### src/rtl/bitwise_reduce_unit.sv
// bitwise_reduce_unit: folds COUNT operands into one WIDTH-bit AND/OR/XOR/NOR result
// over valid/ready handshakes. All outputs are registered or decoded from state.
module bitwise_reduce_unit #(
    parameter int WIDTH   = 32,
    parameter int MAX_OPS = 16,
    parameter int CNT_W   = 5
) (
    input  logic             clk,
    input  logic             rst_n,
    input  logic             start_i,
    input  logic [1:0]       op_i,
    input  logic [CNT_W-1:0] count_i,
    input  logic             in_valid_i,
    input  logic [WIDTH-1:0] in_data_i,
    output logic             in_ready_o,
    output logic             out_valid_o,
    output logic [WIDTH-1:0] out_data_o,
    input  logic             out_ready_i,
    output logic             busy_o,
    output logic             error_o
);
    typedef enum logic [1:0] {IDLE, ACCUM, DONE} state_t;
    localparam logic [1:0] OP_AND = 2'b00, OP_XOR = 2'b10, OP_NOR = 2'b11;
    state_t           state_q, state_d;
    logic [WIDTH-1:0] acc_q, acc_d, out_q, out_d, folded;
    logic [CNT_W-1:0] rem_q, rem_d;
    logic [1:0]       op_q, op_d;
    logic             err_q, err_d;
    // NOR accumulates as OR; the inversion is applied once on the final value
    assign folded = op_q == OP_AND ? acc_q & in_data_i :
                    op_q == OP_XOR ? acc_q ^ in_data_i : acc_q | in_data_i;
    always_comb begin
        state_d = state_q;
        acc_d   = acc_q;
        rem_d   = rem_q;
        op_d    = op_q;
        out_d   = out_q;
        err_d   = 1'b0;
        case (state_q)
            IDLE: if (start_i) begin
                if (count_i == '0 || count_i > CNT_W'(MAX_OPS)) err_d = 1'b1;
                else begin
                    op_d    = op_i;
                    rem_d   = count_i;
                    acc_d   = op_i == OP_AND ? '1 : '0;
                    state_d = ACCUM;
                end
            end
            ACCUM: if (in_valid_i) begin
                acc_d = folded;
                rem_d = rem_q - 1'b1;
                if (rem_q == CNT_W'(1)) begin
                    out_d   = op_q == OP_NOR ? ~folded : folded;
                    state_d = DONE;
                end
            end
            DONE: if (out_ready_i) state_d = IDLE;
            default: state_d = IDLE;
        endcase
    end
    always_ff @(posedge clk or negedge rst_n) begin
        if (!rst_n) begin
            state_q <= IDLE;
            acc_q   <= '0;
            out_q   <= '0;
            rem_q   <= '0;
            op_q    <= '0;
            err_q   <= 1'b0;
        end else begin
            state_q <= state_d;
            acc_q   <= acc_d;
            out_q   <= out_d;
            rem_q   <= rem_d;
            op_q    <= op_d;
            err_q   <= err_d;
        end
    end
    assign in_ready_o  = state_q == ACCUM;
    assign out_valid_o = state_q == DONE;
    assign busy_o      = state_q != IDLE;
    assign error_o     = err_q;
    assign out_data_o  = out_q;
endmodule

### config.mk
export PLATFORM = sky130hd
export DESIGN_NAME = bitwise_reduce_unit
export DESIGN_NICKNAME = d
export VERILOG_FILES = /design/src/rtl/bitwise_reduce_unit.sv
export SDC_FILE = /design/constraint.sdc
export NUM_CORES = 1
export LEC_CHECK = 0
export CAP_MARGIN = 10
export CORE_MARGIN = 1
export CORE_UTILIZATION = 50
export CTS_CLUSTER_SIZE = 12
export DETAILED_ROUTE_END_ITERATION = 16
export PLACE_DENSITY_LB_ADDON = 0.08
export SYNTH_ARGS = -nofsm -noshare
export SYNTH_HDL_FRONTEND = slang
export SYNTH_SLANG_ARGS = --single-unit
### constraint.sdc
create_clock -name clk -period 1.9 [get_ports clk]
set_input_delay 0.19 -clock clk [delete_from_list [all_inputs] [get_ports clk]]
set_output_delay 0.19 -clock clk [all_outputs]
set_load 0.01 [all_outputs]
==> flow_summary.yaml <==
setup_path:
  timing.rr.end: "acc_q[24]"
  worstSetupStartpointType: "register"
  r2r-start: "state_q[0]"
  crit_fanout: 19
  critPathCaptureType: "register"
  r2r_cells: 6
  r2r_slack_ps: 30
  cp_data_required_time_ps: 2150
  arrival_ps: 2120
  path_class: "register to register"
yosys:
  async_flop_share_pct: 100.0
  synthCells: 551
  ys_ff_latch: 74
  ys_dominant_reg_cell: "dfrtp_1"
  syn-cell-area_um2: 5493
  syn_area_per_cell_um2: 9.969
  synth-seq-area-share_pct: 33.71
  ys_types: 43
  synth-edff-count: 0
  syn_nets: 661
  ys_warn_count: 0
route:
  drc: 0
  first_pass_iters: 4
  wl_per_cell_um: 15.09
  drt_iter0_drc: 141
  wirelength_mm: 12.12
  drtAntennaViolNets: 0
  route.vias.total: 4240
  viasPerCell: 5.280
timing:
  clock_skew_ps: 5.301
  min_period_over_period_pct: 98.33
  period_minus_slack_ps: 1868
  fmax_mhz: 535.2
  setup_violations: 0
  hold_viol: 0
  max-slew-margin-rel_pct: 74.91
  worst_slew_pin_slew_ps: 376.3
  slew_viol_final: 0
  hold_ws_ps: 285.9
  rsz0062_at_grt: "true"
floorplanning:
  ios: 80
  start_util_pct: 52.27
  die_w_um: 106.8
  die_y_um: 106.8
  rows: 37
  core_um2: 10510
  die_area_um2: 11410
pwr:
  leakage_nw: 3.423
  switching_share_pct: 37.79
  clock_power_share_pct: 14.4
  ir_drop_mv: 0.7621
  combPwrFrac_pct: 58.0
  p_int_w: 0.006356
  p_sw_w: 0.003861
  seqPwrFrac_pct: 27.6
  power.density_nw_per_um2: 1457
clock_tree:
  clockBufferDepth: 2
  htreeDepth: 3
  clkSlewWorstSetupHoldPaths_ps: 80
  cts_tree: "built"
  clk-insertion-delay-late_ps: 370
  cts_made_buffers: 9
  cts.sinks: 74
  cts_root_buffer: "clkbuf_8"
worst_hold_path:
  hold_path_class: "primary input to asynchronous set/reset pin"
layout:
  drive_gt1_share_pct: 27.59
  layout.nets: 772
  postLayoutCoreUtil_pct: 66.75
  area_delta_synth_final_pct: 27.70
  postLayoutCellArea_um2: 7014
  diodes: 0
placed_design:
  portBuffers: 79
  dp_hpwl_mm: 8.541
  placed_cell_area_um2: 6704
  place_congestion: 0.7955
job:
  drv_cap: 0
grt:
  grt_max_degree: 50
  grt_pass1_vias: 4612
  gr-usage-all-layers_pct: 23.01
  overflow: 0
  antenna_found_initial: 0
  grt_pass1_wl_mm: 20.76
run_status:
  status: "finished clean"
## per-stage QoR
step | setup TNS, ps | setup slack (ps) | power (W) | cells
floorplan | 0 | 89.70 | 0.006861 | 551
finish | 0 | 31.67 | 0.01022 | 803
CTS | 0 | 7.417 | 0.01031 | 803
global placement | -7313 | -182.4 | 0.008384 | 782
global route | -22.45 | -7.732 | 0.01109 | 803
detailed placement | -10240 | -239.4 | 0.008679 | 782
## metal layers
| metal | global-route usage, % | vias to the layer above | routed length, um |
|---|---|---|---|
| met5 | 0 | - | 0 |
| met3 | 3.769 | 22 | 415 |
| met1 | 27.41 | 2056 | 5390 |
| met2 | 40.60 | 83 | 6029 |
| li1 | - | 2079 | - |
| met4 | 10.27 | 0 | 284 |
## cell families after synthesis
| kind of cell | synth area share (%) |
|---|---|
| mux | 23.62 |
| compound gates | 10.64 |
| flops | 33.71 |
| fa+ha+maj | 15.03 |
| xor+xnor | 0.1595 |
| simple gates | 8.315 |
| buf+inv | 8.519 |
## sequential cells by signal, indices dropped and copies added (netlist names)
| name | cells |
|---|---|
| acc_q | 32 |
| error_o | 1 |
| op_q | 2 |
| out_data_o | 32 |
| rem_q | 5 |
| state_q | 2 |
## worst max-delay path by stage
stage                from   endpoint  slack [ps]  cells after the start
2_1_floorplan  state_q[0]   acc_q[0]          90                      6
3_3_place_gp   count_i[3]   acc_q[9]        -180                      6
3_5_place_dp   count_i[3]   acc_q[9]        -240                      6
4_1_cts        state_q[0]  acc_q[23]           7                      6
5_1_grt        state_q[0]  acc_q[24]          -8                      6
6_report       state_q[0]  acc_q[24]          30                      6
## critical path, stage by stage (launching register included)
cell and delay, ps:
dfrtp_2 430, buf_12 140, nor4b_2 350, mux2i_4 130
o21ai_4 120, buf_12 220, mux2_2 350
## layout make-up
cell class	count	area (um2)
clock inverter	4	72.57
tap	136	170.2
fill	872	3495
sequential	74	1857
inverter	69	261.5
multi-input combinational	375	3191
timing repair buffer	133	1297
clock buffer	12	165.2
## cells in the final DEF, fill, tap and decap left out, types with 2 or more instances in the layout
cell type	netlist	final
a21oi_1	3	3
a221oi_1	2	2
buf_12	3	8
buf_4	0	46
bufinv_16	0	2
clkbuf_8	0	12
clkdlybuf4s50_1	0	76
dfrtp_1	74	70
dfrtp_2	0	4
ha_1	66	66
inv_1	68	68
mux2_2	71	71
mux2_4	27	27
mux2i_1	7	7
nand2_1	72	72
nand2b_1	3	2
nor2_1	2	2
nor3_1	2	2
o211ai_1	4	4
o21ai_0	95	95
## power groups by stage
stage	sequential, W	clock (W)	combinational, W
final	0.00281	0.00147	0.00593
after detailed placement	0.00285	0	0.00583
after CTS	0.00282	0.00150	0.00599
after global placement	0.00282	0	0.00557
after global routing	0.00292	0.00156	0.00661
after floorplan	0.00276	0	0.00410
## cells in the mapped netlist, drive strengths merged (2+ instances only)
master	count	area, um2
o21ai	96	491.7
ha	66	825.8
nand4	2	27.53
nor3	2	10.01
a221oi	2	17.52
buf	16	135.1
clkbuf	16	61.30
nor4b	2	23.77
o211ai	4	30.03
dfrtp	74	1852
nand2b	3	18.77
inv	69	261.5
nand2	72	270.3
mux2i	8	92.59
a21oi	3	15.01
nor2	2	7.510
mux2	98	1205
## what timing repair did
action	4_1_cts	5_1_grt
hold endpoints to repair	25	0
resized for setup	5	2
setup buffers	4	0
hold buffers	1	0
endpoints found under the setup margin	31	14
pin swaps	0	0
(Power assumes the default switching activity.)
